[src/rtl/booth_seq_mult.sv]
// booth_seq_mult: iterative radix-2 Booth multiplier, one Booth step per clock.
// Operands are widened by one bit so signed and unsigned modes share a single
// signed datapath. The accumulator carries one more guard bit, so the
// most-negative and unsigned-max operands never overflow it. A result appears
// WIDTH+1 edges after the accepting start edge. Its timing does not depend on
// the operand values or the mode.
module booth_seq_mult #(
  parameter int WIDTH = 8
) (
  input  logic                 clk,
  input  logic                 rst,
  input  logic                 start,
  input  logic                 is_signed,
  input  logic [WIDTH-1:0]     a,
  input  logic [WIDTH-1:0]     b,
  output logic                 busy,
  output logic                 done,
  output logic [2*WIDTH-1:0]   product
);

  // W1: widened operand width. AW: accumulator width with a guard bit.
  localparam int W1 = WIDTH + 1;
  localparam int AW = W1 + 1;
  localparam int CW = $clog2(WIDTH + 1);

  localparam logic [0:0] S_IDLE = 1'b0;
  localparam logic [0:0] S_RUN  = 1'b1;

  // Control state (reset)
  logic [0:0]              r_state;
  logic [CW-1:0]           r_cnt;
  logic                    r_busy;
  logic                    r_done;
  logic [2*WIDTH-1:0]      r_product;

  // Datapath state (not reset; always reloaded on capture)
  logic signed [W1-1:0]    r_m;
  logic        [W1-1:0]    r_q;
  logic signed [AW-1:0]    r_a;
  logic                    r_qm1;

  // Combinational Booth step
  logic signed [AW-1:0]    w_sum;
  logic signed [AW-1:0]    w_a_next;
  logic        [W1-1:0]    w_q_next;
  logic                    w_qm1_next;
  logic                    w_accept;
  logic                    w_last;

  // Widen an operand by one bit. Sign extension applies in signed mode and
  // zero extension in unsigned mode. Both results are then valid signed values.
  function automatic logic signed [W1-1:0] extend_op(
    input logic [WIDTH-1:0] v,
    input logic             sgn
  );
    logic signed [W1-1:0] r;
    r = {sgn & v[WIDTH-1], v};
    return r;
  endfunction

  // Add, subtract or pass the multiplicand according to the Booth pair
  // {Q[0], q_m1}. All arithmetic is at accumulator width.
  function automatic logic signed [AW-1:0] booth_add(
    input logic signed [AW-1:0] acc,
    input logic signed [W1-1:0] m,
    input logic [1:0]           pair
  );
    logic signed [AW-1:0] m_ext;
    logic signed [AW-1:0] r;
    m_ext = {m[W1-1], m};
    case (pair)
      2'b10:   r = acc - m_ext;
      2'b01:   r = acc + m_ext;
      default: r = acc;
    endcase
    return r;
  endfunction

  // Booth step: conditional add/subtract, then an arithmetic right shift of
  // {A, Q, q_m1} that fills from A's sign bit.
  always_comb begin
    w_sum      = booth_add(r_a, r_m, {r_q[0], r_qm1});
    w_a_next   = {w_sum[AW-1], w_sum[AW-1:1]};
    w_q_next   = {w_sum[0], r_q[W1-1:1]};
    w_qm1_next = r_q[0];
    w_accept   = (r_state == S_IDLE) && start;
    w_last     = (r_cnt == CW'(WIDTH));
  end

  // Control FSM: accept start when idle, count W1 steps, then publish the
  // product and pulse done for one cycle.
  always_ff @(posedge clk) begin
    if (rst) begin
      r_state   <= S_IDLE;
      r_cnt     <= '0;
      r_busy    <= 1'b0;
      r_done    <= 1'b0;
      r_product <= '0;
    end else begin
      r_done <= 1'b0;
      case (r_state)
        S_IDLE: begin
          if (start) begin
            r_state <= S_RUN;
            r_busy  <= 1'b1;
            r_cnt   <= '0;
          end
        end
        S_RUN: begin
          r_cnt <= r_cnt + 1'b1;
          if (w_last) begin
            // The product fits in 2*WIDTH bits in both modes. The upper bits
            // of {A, Q} are only sign copies.
            r_product <= {w_a_next[WIDTH-2:0], w_q_next};
            r_done    <= 1'b1;
            r_busy    <= 1'b0;
            r_state   <= S_IDLE;
            r_cnt     <= '0;
          end
        end
        default: begin
          r_state <= S_IDLE;
          r_busy  <= 1'b0;
        end
      endcase
    end
  end

  // Datapath: load widened operands on an accepted start, otherwise advance
  // one Booth step per RUN cycle. Inputs are ignored after capture.
  always_ff @(posedge clk) begin
    if (w_accept) begin
      r_m   <= extend_op(a, is_signed);
      r_q   <= extend_op(b, is_signed);
      r_a   <= '0;
      r_qm1 <= 1'b0;
    end else if (r_state == S_RUN) begin
      r_a   <= w_a_next;
      r_q   <= w_q_next;
      r_qm1 <= w_qm1_next;
    end
  end

  assign busy    = r_busy;
  assign done    = r_done;
  assign product = r_product;

endmodule

[config.mk]
export PLATFORM = sky130hd
export DESIGN_NAME = booth_seq_mult
export DESIGN_NICKNAME = d
export VERILOG_FILES = /design/src/rtl/booth_seq_mult.sv
export SDC_FILE = /design/constraint.sdc
export NUM_CORES = 1
export LEC_CHECK = 0
export ABC_AREA = 1
export CAP_MARGIN = 25
export CORE_ASPECT_RATIO = 1.4
export CORE_UTILIZATION = 58
export DETAILED_ROUTE_END_ITERATION = 7
export PLACE_DENSITY = 0.92
export SLEW_MARGIN = 20
export SYNTH_ARGS = -nofsm -noshare
export SYNTH_HDL_FRONTEND = slang
export SYNTH_SLANG_ARGS = --single-unit
[constraint.sdc]
create_clock -name clk -period 7 [get_ports clk]
set_input_delay 1.4 -clock clk [delete_from_list [all_inputs] [get_ports clk]]
set_output_delay 1.4 -clock clk [all_outputs]
set_load 0.05 [all_outputs]
==> out/results.ini, run 1 <==
[status]
status=completed

[sta]
max_slew_margin_pct=42.8
rsz0062_at_grt=no
timing.setup.tns_ps=0
tightest_slew_ps=857
clock.fmax_ghz=0.342
finalHoldViolCount=0
drv_slew=0
finalCritPeriodShare_pct=41.7
hold_slack_ps=457
setup_viol=0
finClkSkew_ps=7.08
layout_min_cycle_time_ps=2920

[global_route]
grt_pass1_wl_um=9720
grt_max_degree=29
overflow=0
antenna_found_initial=0
track_usage_pct=27.4
grt_pass1_vias=2259

[synth]
seq_area_frac_synth_pct=46.3
ys_types=31
synth-async-reset-ratio_pct=0
synth_top_cell_by_area=dfxtp_1
syn_nets=361
synth_top_area_share_pct=25.5
yosysMostFrequentCell=nand2_1
synth_warnings=0
syn_area_mm2=0.00259
synth_edf_count=18
yosys_most_used_dff=dfxtp_1
synth_common_cells=nand2_1 (97), inv_1 (42), dfxtp_1 (33), o21ai_0 (27), nor2_1 (26)
syn_inst=327
yosys-top-cells-area=dfxtp_1 (25%), edfxtp_1 (21%), nand2_1 (14%)
ys_ff_latch=51
avgSynthCellArea_um2=7.94

[place]
dp.cells=418
numPortBuffers=37
routabilityCongestion=0.884
dp_hpwl_um=4180

[cts]
clk_pin_slew_worst_paths_ps=100
cts_root_buf=clkbuf_8
clk_latency_ps=310
cts_post_setup_buffers_inserted=0
cts_max_path_buffers=2
htreeDepth=2
hold_buffers=0
cts_sinks=51
numCtsBuffers=5
cts_resized=0
cts_tree=built

[pwr]
internal_power_mw=0.492
power_mw=0.758
power.switching_mw=0.267
clockPowerShare_pct=24.1
p_comb_share_pct=29.1
powerDensity_mw_per_mm2=245
switching_share_pct=35.2
leakage_nw=1.38
sequentialPowerShare_pct=46.8
peakVddDrop_v=0.000174

[worst_setup_path]
required_ps=5600
slowest_stage=clkdlybuf4s50_1
path_buf_inv=1
path_class=reg2out
critPathCaptureType=primary output
crit_family=buffers and inverters
critPathMaxStageDelay_ps=840
cp-start-kind=flip-flop
critPathMaxFanout=2
crit_chain=clkdlybuf4s50_1
worstPathArrival_ps=1520

[floorplan]
initial_core_util_pct=60.7
io-pin-count=38
die_h_um=81.1
rows=28
fp.coreArea_mm2=0.00427
die_width_um=58.5
die-area_mm2=0.00475

[routing]
wirelength_um=5710
drtAntennaViolNets=0
wl_per_cell_um=13.4
vias_per_cell=5.29
route.detailed.drc=0
drtPass1Iterations=4
vias=2255
drt_iter0_drc=83

[layout]
area_growth_pct=19.4
fillers=337
fin_cells=426
nets=399
drive_above_1_share_pct=7.65
n_antenna_cell=0

[run]
cap_violations=0

[min_path]
hold_path.class=reg2reg

logic make-up (layout without fill, tap and decap cells):
| family | Yosys count | in the layout | synth area share (%) |
|---|---|---|---|
| compound gates | 60 | 60 | 13.8 |
| xor+xnor | 7 | 7 | 2.36 |
| fa+ha+maj | 14 | 14 | 7.04 |
| simple gates | 143 | 143 | 22.4 |
| flops | 51 | 51 | 46.3 |
| buf+inv | 52 | 91 | 8.10 |
worst paths after layout:
path,slack [ps],cells after the start,from,end
worst min-delay path,460,2,product[14],product[14]
worst min register to register,460,2,product[14],product[14]
worst max-delay path,4080,1,product[0],product[0]
worst max register to register,4280,14,r_q[0],r_a[4]
flip-flops by register name (all words and copies together), names as in the netlist:
register  count
product      16
r_qm1         1
r_state       1
r_a           9
r_m           9
r_cnt         4
busy          1
r_q           9
done          1
layout by cell type (no fill, tap or decap), types with 2 or more instances in the layout:
cell	instances
o22ai_1	3
inv_2	4
a31oi_1	2
dfxtp_1	33
nand2_1	97
edfxtp_1	18
nor2_1	26
xor2_1	6
a21oi_1	11
nand3_1	11
clkbuf_8	5
inv_1	42
o21ai_2	10
or2_2	3
a211oi_1	2
ha_1	13
clkdlybuf4s50_1	37
o21ai_0	27
per-layer routing:
metal | wire length, µm | share of wire (%) | up-vias | GRT usage (%)
met1 | 2220 | 39 | 1014 | 30.7
met2 | 2930 | 51 | 83 | 48.0
li1 | - | - | 1132 | -
met5 | 0 | 0 | - | 0
met4 | 257 | 4.5 | 0 | 17.4
met3 | 304 | 5.3 | 26 | 4.30
stage by stage:
| stage | utilization (%) | area (µm²) | setup slack [ps] |
|---|---|---|---|
| floorplan | - | 2590 | 4660 |
| global placement | 70.3 | 3000 | 3970 |
| detailed placement | 70.3 | 3000 | 3840 |
| CTS | 72.5 | 3100 | 4070 |
| global route | 72.5 | 3100 | 4030 |
| finish | 72.5 | 3100 | 4080 |
power groups by stage:
stage,Sequential [mW],Combinational [mW],Clock (mW)
3_3_place_gp,0.360,0.208,0
5_1_grt,0.357,0.256,0.196
6_report,0.355,0.221,0.183
4_1_cts,0.354,0.220,0.184
2_1_floorplan,0.357,0.162,0
3_5_place_dp,0.361,0.216,0
final cells by class:
class                   instances  area, µm²  area share, %
well taps                      60       75.1           2.42
multi-input cells             224       1180           38.2
repair buffers                 37        370           12.0
clock buffers                   5       68.8           2.22
inverters                      46        173           5.57
flip-flops and latches         51       1200           38.8
clock inverters                 3       26.3          0.848
Power figures use the tool's default switching activity.
==> inputs of run 2 (changes only) <==
--- a/config.mk
+++ b/config.mk
@@ -8,9 +8,9 @@
 export ABC_AREA = 1
 export CAP_MARGIN = 25
 export CORE_ASPECT_RATIO = 1.4
-export CORE_UTILIZATION = 58
+export CORE_UTILIZATION = 49
 export DETAILED_ROUTE_END_ITERATION = 7
-export PLACE_DENSITY = 0.92
+export PLACE_DENSITY = 0.84
 export SLEW_MARGIN = 20
 export SYNTH_ARGS = -nofsm -noshare
 export SYNTH_HDL_FRONTEND = slang
==> constraint.sdc (replaced) <==
create_clock -name clk -period 2.6 [get_ports clk]
set_input_delay 0.52 -clock clk [delete_from_list [all_inputs] [get_ports clk]]
set_output_delay 0.52 -clock clk [all_outputs]
set_load 0.05 [all_outputs]
==> run 2 against run 1 <==
Clock power rose to 3.2 times the previous value. Sequential share of layout area fell by 1.7 points. Wire length rose by 4.5%. Utilization fell by 9.2 points. Setup slack got worse by 4000 ps. Flip-flop and latch count did not move. Non-clock buffer count rose by 5. Largest cell class is now multi-input combinational cells.
==> out/results.ini, run 2 (synthesis gave the netlist of run 1 again) <==
[floorplan]
die-area_mm2=0.00560  ; was 0.00475 mm²
fp.coreArea_mm2=0.00512  ; was 0.00427 mm²
initial_core_util_pct=50.7  ; was 60.7%
die_h_um=88.1  ; was 81.1 µm
rows=31  ; was 28
die_width_um=63.5  ; was 58.5 µm
io-pin-count=38  ; unchanged

[cts]
cts_sinks=51  ; unchanged
cts_max_path_buffers=2  ; unchanged
htreeDepth=2  ; unchanged
numCtsBuffers=5  ; unchanged
cts_tree=built  ; unchanged
clk_pin_slew_worst_paths_ps=100  ; about the same
cts_root_buf=clkbuf_8  ; unchanged
hold_buffers=0  ; unchanged
clk_latency_ps=310  ; about the same

[sta]
drv_slew=0  ; unchanged
setup_viol=0  ; unchanged
rsz0062_at_grt=yes  ; was no
finalCritPeriodShare_pct=96.2
finClkSkew_ps=5.61  ; was 7.08 ps
max_slew_margin_pct=61.3  ; was 42.8%
clock.fmax_ghz=0.400
layout_min_cycle_time_ps=2500
hold_slack_ps=460  ; was 457 ps
finalHoldViolCount=0  ; unchanged
tightest_slew_ps=580  ; was 857 ps

[layout]
n_antenna_cell=0  ; unchanged
largest_reg_flops=16  ; unchanged
fillers=436  ; was 337
multi_input_area_mm2=0.00125  ; was 0.00118 mm²
area_growth_pct=24.8  ; was 19.4%
final_common_cell=nand2_1  ; unchanged
drive_above_1_share_pct=12.4  ; was 7.65%
seqCellArea_mm2=0.00120  ; unchanged
nets=404  ; was 399
final_cell_mix=nand2_1 (94), inv_1 (42), clkdlybuf4s50_1 (37)  ; was nand2_1 (97), inv_1 (42), clkdlybuf4s50_1 (37)
fin_cells=437  ; was 426

[pwr]
powerDensity_mw_per_mm2=680  ; was 245 mW/mm²
internal_power_mw=1.47  ; was 0.492 mW
power.switching_mw=0.737  ; was 0.267 mW
p_comb_share_pct=29.5  ; was 29.1%
leakage_nw=1.43  ; was 1.38 nW
clockPowerShare_pct=26.9  ; was 24.1%
sequentialPowerShare_pct=43.5  ; was 46.8%
peakVddDrop_v=0.000437  ; was 0.000174 V
switching_share_pct=33.5  ; was 35.2%

[routing]
vias_per_cell=5.24  ; was 5.29
drt_iter0_drc=68  ; was 83
drtPass1Iterations=4  ; unchanged
route.detailed.drc=0  ; unchanged
wirelength_um=5970  ; was 5710 µm
vias=2289  ; was 2255
wl_per_cell_um=13.7  ; was 13.4 µm
drtAntennaViolNets=0  ; unchanged

[worst_setup_path]
worstPathArrival_ps=2760  ; was 1520 ps
path_class=reg2reg  ; was reg2out
slowest_stage=edfxtp_1  ; was clkdlybuf4s50_1
path_buf_inv=2  ; was 1
critPathMaxFanout=5  ; was 2
required_ps=2850  ; was 5600 ps
cp-start-kind=flip-flop  ; unchanged
crit_family=simple AND/OR/NAND/NOR gates  ; was buffers and inverters
crit_chain=inv_1 -> ha_1 -> inv_1 -> nor4_4 -> or2_2 -> xor2_2 -> ha_4 -> nand2_1 -> nand2_1 -> a21oi_2 -> nand3_2 -> nand2_1 -> nand2_1 -> nor2_1 -> nor2_1 -> nor2_1  ; was clkdlybuf4s50_1
critPathMaxStageDelay_ps=470  ; was 840 ps
path_common_cell=nand2_1
critPathCaptureType=flip-flop  ; was primary output

[place]
numPortBuffers=37  ; unchanged
dp.cells=427  ; was 418
dp_hpwl_um=4140  ; was 4180 µm
routabilityCongestion=0.910  ; was 0.884

[global_route]
antenna_found_initial=0  ; unchanged
grt_pass1_vias=2121  ; was 2259
grt_max_degree=29  ; unchanged
grt_pass1_wl_um=9400  ; was 9720 µm
overflow=0  ; unchanged
grt.busiest_layer=met2  ; unchanged
track_usage_pct=21.9  ; was 27.4%
met2_usage_pct=39.9  ; was 48.0%
grtUsageMet3_pct=3.52  ; was 4.30%
gr-usage-met1_pct=23.5  ; was 30.7%

[status]
status=completed  ; unchanged

[run]
cap_violations=0  ; unchanged

[min_path]
hold_path.class=reg2reg  ; unchanged

==> run 2: tightest hold or removal path: stages (launching register included) <==
cell and delay [ps]:
dfxtp_1 320, nand2_1 60, nand2_1 40
==> run 2: worst paths after layout <==
path	from	end	slack, ps	depth (start not counted)
min reg2reg	product[12]	product[12]	460	2
min	product[12]	product[12]	460	2
max	r_m[0]	r_a[8]	100	16
max reg2reg	r_m[0]	r_a[8]	100	16
==> run 2: power by group through the flow <==
stage               Combinational [mW]  Clock [mW]  Sequential, mW
floorplan                        0.437           0           0.962
global placement                 0.565           0           0.972
detailed placement               0.582           0           0.975
CTS                              0.598       0.595           0.957
global route                     0.732       0.629           0.969
finish                           0.651       0.593           0.959
==> run 2: layer usage <==
| metal | vias up | routed length, µm |
|---|---|---|
| met3 | 19 | 189 |
| met2 | 64 | 3140 |
| li1 | 1141 | - |
| met1 | 1065 | 2430 |
| met4 | 0 | 207 |
| met5 | - | 0 |
==> run 2: area by class of cell <==
type                       instances  share of cell area (%)
clock buffer                       6                    2.55
clock inverter                     2                    1.20
inverter                          46                    5.33
multi-input combinational        224                    38.7
sequential                        51                    37.1
tap                               66                    2.55
timing repair buffer              42                    12.6
==> run 2: metrics by stage <==
stage | util, % | worst slack [ps] | area (µm²) | power, mW | TNS [ps]
floorplan | - | 341 | 2590 | 1.40 | 0
global placement | 59.2 | 113 | 3030 | 1.54 | 0
detailed placement | 59.2 | -3.09 | 3030 | 1.56 | -3.09
CTS | 61.7 | 57.9 | 3160 | 2.15 | 0
global route | 63.2 | -49.9 | 3240 | 2.33 | -159
finish | 63.2 | 98.4 | 3240 | 2.20 | 0
==> run 2: repair_timing <==
action	CTS	global route
pin swaps	0	7
gates resized for setup	1	15
setup buffers	0	2
endpoints found under the setup margin	1	7
==> inputs of run 3 (changes only) <==
--- a/config.mk
+++ b/config.mk
@@ -10,7 +10,9 @@
 export CORE_ASPECT_RATIO = 1.4
 export CORE_UTILIZATION = 49
 export DETAILED_ROUTE_END_ITERATION = 7
+export GPL_TIMING_DRIVEN = 1
 export PLACE_DENSITY = 0.84
+export RECOVER_POWER = 25
 export SLEW_MARGIN = 20
 export SYNTH_ARGS = -nofsm -noshare
 export SYNTH_HDL_FRONTEND = slang
==> run 3 against run 2 <==
Clock power is essentially flat. Setup slack got worse by 2.5 ps. Clock-buffer cell count is the same. Cell count did not move. Flip-flop and latch count is the same. Utilization fell by 0.15 points. Via count hardly changed. Combinational power hardly changed. Fmax about the same. Final area fell by 0.23%. Critical path type unchanged. Critical endpoint unchanged.
==> out/results.ini, run 3 (synthesis gave the netlist of run 1 again) <==
[layout]
final_cell_mix=nand2_1 (94), inv_1 (42), dfxtp_1 (33)  ; was nand2_1 (94), inv_1 (42), clkdlybuf4s50_1 (37)
drive_above_1_share_pct=11.9  ; was 12.4%
largest_reg_flops=16  ; unchanged
nets=404  ; unchanged
final_core_util_pct=63.1  ; was 63.2%
area_growth_pct=24.5  ; was 24.8%
final_common_cell=nand2_1  ; unchanged
n_antenna_cell=0  ; unchanged

[sta]
tightest_slew_ps=1250  ; was 580 ps
setup_viol=0  ; unchanged
max_slew_margin_pct=16.5  ; was 61.3%
layout_min_cycle_time_ps=2500  ; about the same
layout_setup_ws_ps=95.9  ; was 98.4 ps
timing.setup.tns_ps=0  ; unchanged
rsz0062_at_grt=yes  ; unchanged
drv_slew=0  ; unchanged
finalCritPeriodShare_pct=96.3  ; was 96.2%
finalHoldViolCount=0  ; unchanged
finClkSkew_ps=5.96  ; was 5.61 ps
clock.fmax_ghz=0.399  ; was 0.400 GHz

[floorplan]
die_width_um=63.5  ; unchanged
die-area_mm2=0.00560  ; unchanged
io-pin-count=38  ; unchanged
die_h_um=88.1  ; unchanged
fp.coreArea_mm2=0.00512  ; unchanged
initial_core_util_pct=50.7  ; unchanged
rows=31  ; unchanged

[routing]
vias_per_cell=5.24  ; about the same
route.detailed.drc=0  ; unchanged
drt_iter0_drc=65  ; was 68
drtPass1Iterations=4  ; unchanged
vias=2291  ; was 2289
drtAntennaViolNets=0  ; unchanged
wirelength_um=5980  ; was 5970 µm
wl_per_cell_um=13.7  ; about the same

[worst_setup_path]
path_buf_inv=2  ; unchanged
crit_family=simple AND/OR/NAND/NOR gates  ; unchanged
critPathMaxStageDelay_ps=470  ; about the same
critPathCaptureType=flip-flop  ; unchanged
cp-start-kind=flip-flop  ; unchanged
worstPathArrival_ps=2760  ; about the same
slowest_stage=edfxtp_1  ; unchanged
path_class=reg2reg  ; unchanged
crit_chain=inv_1 -> ha_1 -> inv_1 -> nor4_4 -> or2_2 -> xor2_2 -> ha_4 -> nand2_1 -> nand2_1 -> a21oi_2 -> nand3_2 -> nand2_1 -> nand2_1 -> nor2_1 -> nor2_1 -> nor2_1  ; unchanged
critPathMaxFanout=5  ; unchanged
path_common_cell=nand2_1  ; unchanged
required_ps=2850  ; about the same

[place]
dp_slack_ps=-3.09  ; unchanged
numPortBuffers=37  ; unchanged
dp_hpwl_um=4140  ; unchanged
routabilityCongestion=0.910  ; unchanged

[pwr]
power_mw=2.20  ; about the same
p_comb_share_pct=29.5  ; about the same
switching_share_pct=33.5  ; about the same
power.switching_mw=0.736  ; was 0.737 mW
powerDensity_mw_per_mm2=680  ; about the same
clockPowerShare_pct=26.9  ; about the same
peakVddDrop_v=0.000450  ; was 0.000437 V
leakage_nw=1.43  ; about the same
sequentialPowerShare_pct=43.7  ; was 43.5%
internal_power_mw=1.46  ; was 1.47 mW

[cts]
htreeDepth=2  ; unchanged
clk_latency_ps=300  ; was 310 ps
clk_pin_slew_worst_paths_ps=100  ; about the same
hold_buffers=0  ; unchanged
numCtsBuffers=5  ; unchanged
cts_root_buf=clkbuf_8  ; unchanged
cts_max_path_buffers=2  ; unchanged
cts_tree=built  ; unchanged
cts_sinks=51  ; unchanged

[status]
status=completed  ; unchanged

[global_route]
overflow=0  ; unchanged
antenna_found_initial=0  ; unchanged
grt.busiest_layer=met2  ; unchanged
gr-usage-met1_pct=23.5  ; unchanged
grtUsageMet3_pct=3.52  ; unchanged
track_usage_pct=21.9  ; unchanged
met2_usage_pct=39.9  ; unchanged
grt_pass1_wl_um=9400  ; unchanged
grt_max_degree=29  ; unchanged
grt_pass1_vias=2121  ; unchanged

[run]
cap_violations=0  ; unchanged

[min_path]
hold_path.class=reg2reg  ; unchanged

run 3: cell count changes in the layout (fill, tap and decap cells not counted):
cell / previous run / this run
dlygate4sd3_1: 0 / 9
clkbuf_1: 0 / 2
buf_4: 5 / 3
clkdlybuf4s50_1: 37 / 28
run 3: final cells by class:
cell class | count | area (µm²)
multi-input cells | 224 | 1250
flip-flops and latches | 51 | 1200
repair buffers | 42 | 400
clock inverters | 2 | 38.8
clock buffers | 6 | 82.6
fillers | 440 | 1890
well taps | 66 | 82.6
inverters | 46 | 173
run 3: tightest hold or removal path, delay by kind of cell (launching register included):
kind,cells,cell delay (ps)
AND/OR/NAND/NOR,2,100
flip-flops,1,320
run 3: what timing repair did:
action | in CTS | in global routing
pin swaps | 0 | 7
cloned | 0 | 0
resized for setup | 1 | 15
endpoints found under the setup margin | 1 | 7
setup buffers | 0 | 2
run 3: through the flow:
| stage | std cells | area (µm²) | hold WS [ps] |
|---|---|---|---|
| detailed placement | 427 | 3030 | 445 |
| finish | 437 | 3230 | 460 |
| global placement | 427 | 3030 | 438 |
| global route | 437 | 3230 | 504 |
| floorplan | 327 | 2590 | 432 |
| CTS | 435 | 3160 | 467 |
run 3: final timing paths:
path,from,to,slack (ps),cells after the start
setup reg to reg,r_m[0],r_a[8],100,16
hold / removal,product[12],product[12],460,2
setup / recovery,r_m[0],r_a[8],100,16
hold reg to reg,product[12],product[12],460,2
run 3: per-layer routing:
| layer | part of all wire [%] | vias to the layer above |
|---|---|---|
| met4 | 3.4 | 0 |
| met3 | 3.2 | 19 |
| li1 | - | 1137 |
| met1 | 40 | 1067 |
| met5 | 0 | - |
| met2 | 53 | 68 |
run 3: power by group through the flow:
stage	logic, mW	clock network, mW	registers, mW
final	0.648	0.590	0.960
after global routing	0.728	0.629	0.969
after detailed placement	0.582	0	0.975
after floorplan	0.437	0	0.962
after global placement	0.565	0	0.972
after CTS	0.598	0.595	0.957
==> variant, RTL diff (flow settings as in run 2) <==
The parameter `WIDTH` goes from 8 to 16.
--- a/src/rtl/booth_seq_mult.sv
+++ b/src/rtl/booth_seq_mult.sv
@@ -5,7 +5,7 @@
 // WIDTH+1 edges after the accepting start edge. Its timing does not depend on
 // the operand values or the mode.
 module booth_seq_mult #(
-  parameter int WIDTH = 8
+  parameter int WIDTH = 16
 ) (
   input  logic                 clk,
   input  logic                 rst,
Ports: changed (resized a, b and product); port bits go from 38 to 70. The function was not compared with the original's and may differ.
==> variant against run 2 <==
  * The run now ends with negative setup slack left
  * Routed wire length rose to 2.5 times the old value
  * Worst setup slack got worse by 0.58 ns
  * Power rose by 130%
  * Final area rose by 110%
  * Sequential cell count rose by 41
  * First-iteration DRC count rose to 4.8 times the old value
  * Area after synthesis rose by 84%
==> variant: results (changes against run 2) <==
\begin{tabular}{lr}
\hline
Metric & Value \\
\hline
\multicolumn{2}{l}{\textbf{Synth}} \\
Leading cell types by total area after synthesis & sky130\_fd\_sc\_hd\_\_dfxtp\_1, sky130\_fd\_sc\_hd\_\_edfxtp\_1, sky130\_fd\_sc\_hd\_\_nand2\_1, sky130\_fd\_sc\_hd\_\_o21ai\_0, sky130\_fd\_sc\_hd\_\_inv\_1 \\
Compound-gate portion of the synthesized area & 12.13\% (-1.7 points) \\
XOR/XNOR share of the synthesized area & 2.746\% (+0.38 points) \\
Sequential cell area fraction in the yosys report & 45.61\% (-0.68 points) \\
Post-Synth Adder-Cell Area & 5.910\% (-1.1 points) \\
Synth top cells by count & sky130\_fd\_sc\_hd\_\_nand2\_1, sky130\_fd\_sc\_hd\_\_inv\_1, sky130\_fd\_sc\_hd\_\_dfxtp\_1, sky130\_fd\_sc\_hd\_\_o21ai\_0, sky130\_fd\_sc\_hd\_\_nor2\_1 \\
Cells after synthesis & 618 (+89\%) \\
Count of cell types in the netlist & 38 (+23\%) \\
\multicolumn{2}{l}{\textbf{GRT}} \\
First-pass GRT wire length & 21420 um (+130\%) \\
Vias in the first global route & 4784 (+130\%) \\
Aggregate global-route resource usage & 26.96\% (+5.0 points) \\
\multicolumn{2}{l}{\textbf{Layout}} \\
Number of standard cells in the final layout excluding fillers & 865 (+98\%) \\
Final Net Count & 808 (+100\%) \\
Share of post-route cells with drive strength above 1 & 26.49\% (+14 points) \\
Max reg flops & 32 (+16) \\
\multicolumn{2}{l}{\textbf{Clock tree}} \\
Level count of the clock H-tree & 3 (+1) \\
Buffers inserted by post-CTS timing repair & 14 (+14) \\
Clock input transition at the sequential cells of the worst setup and hold paths & 0.07 ns (-0.03 ns) \\
Cts repair resizes & 44 (+43) \\
\multicolumn{2}{l}{\textbf{STA}} \\
Tightest slew margin relative to the limit & 47.90\% (-13 points) \\
Setup Viol. Count Final & 22 (+22) \\
Fin worst setup slack & -0.4783 ns (-0.5766 ns) \\
Setup total negative slack & -5.144 ns (-5.144 ns) \\
Worst hold margin & 0.4529 ns (-0.006735 ns) \\
\multicolumn{2}{l}{\textbf{Hold path}} \\
Worst-case hold path end point & product[28] \\
Launch instance of the worst min-delay path & product[28] \\
\multicolumn{2}{l}{\textbf{Power and ir drop}} \\
Internal power of the cells & 0.003244 W (+120\%) \\
Sequential-cell power consumption & 0.00176 W (+84\%) \\
Combinational power share & 42.1\% (+13 points) \\
Part of the power in the clock network & 23.9\% (-3.0 points) \\
Maximum resistive drop on vdd & 576.8 uV (+32\%) \\
\multicolumn{2}{l}{\textbf{Place}} \\
GP Congestion & 0.8973 (-1.4\%) \\
\# port buffers & 69 (+86\%) \\
DPL Wire Length & 9085 um (+120\%) \\
\multicolumn{2}{l}{\textbf{Worst setup path}} \\
FF-to-FF path depth & 19 (+3) \\
\multicolumn{2}{l}{\textbf{Status}} \\
Failing checks & negative setup slack \\
Run status & finished, violations left \\
\multicolumn{2}{l}{\textbf{Route}} \\
Total detailed-routing wirelength & 15150 um (+150\%) \\
Initial drt markers & 324 (+380\%) \\
\hline
\end{tabular}
==> variant: cell types whose count changed after synthesis, moves of 11 or more <==
cell and delta:
sky130_fd_sc_hd__nand2_1 +93, sky130_fd_sc_hd__dfxtp_1 +25, sky130_fd_sc_hd__o21ai_0 +28, sky130_fd_sc_hd__inv_1 +30, sky130_fd_sc_hd__nand3_1 +23, sky130_fd_sc_hd__nor2_1 +11, sky130_fd_sc_hd__edfxtp_1 +16
==> variant: area by class of cell <==
type | instances | area (um2)
clock buffers | 9 | 225.2
repair buffers | 137 | 1229
clock inverters | 7 | 50.05
fillers | 635 | 2549
well taps | 110 | 137.6
flip-flops and latches | 92 | 2182
multi-input cells | 435 | 2805
inverters | 75 | 281.5
==> variant: metal layers <==
metal	GRT usage [%]	wire length (um)	vias up
met3	4.643	819	87
met1	27.17	5372	2334
met5	0	0	-
met4	20.94	1147	0
li1	-	-	2275
met2	48.25	7811	243
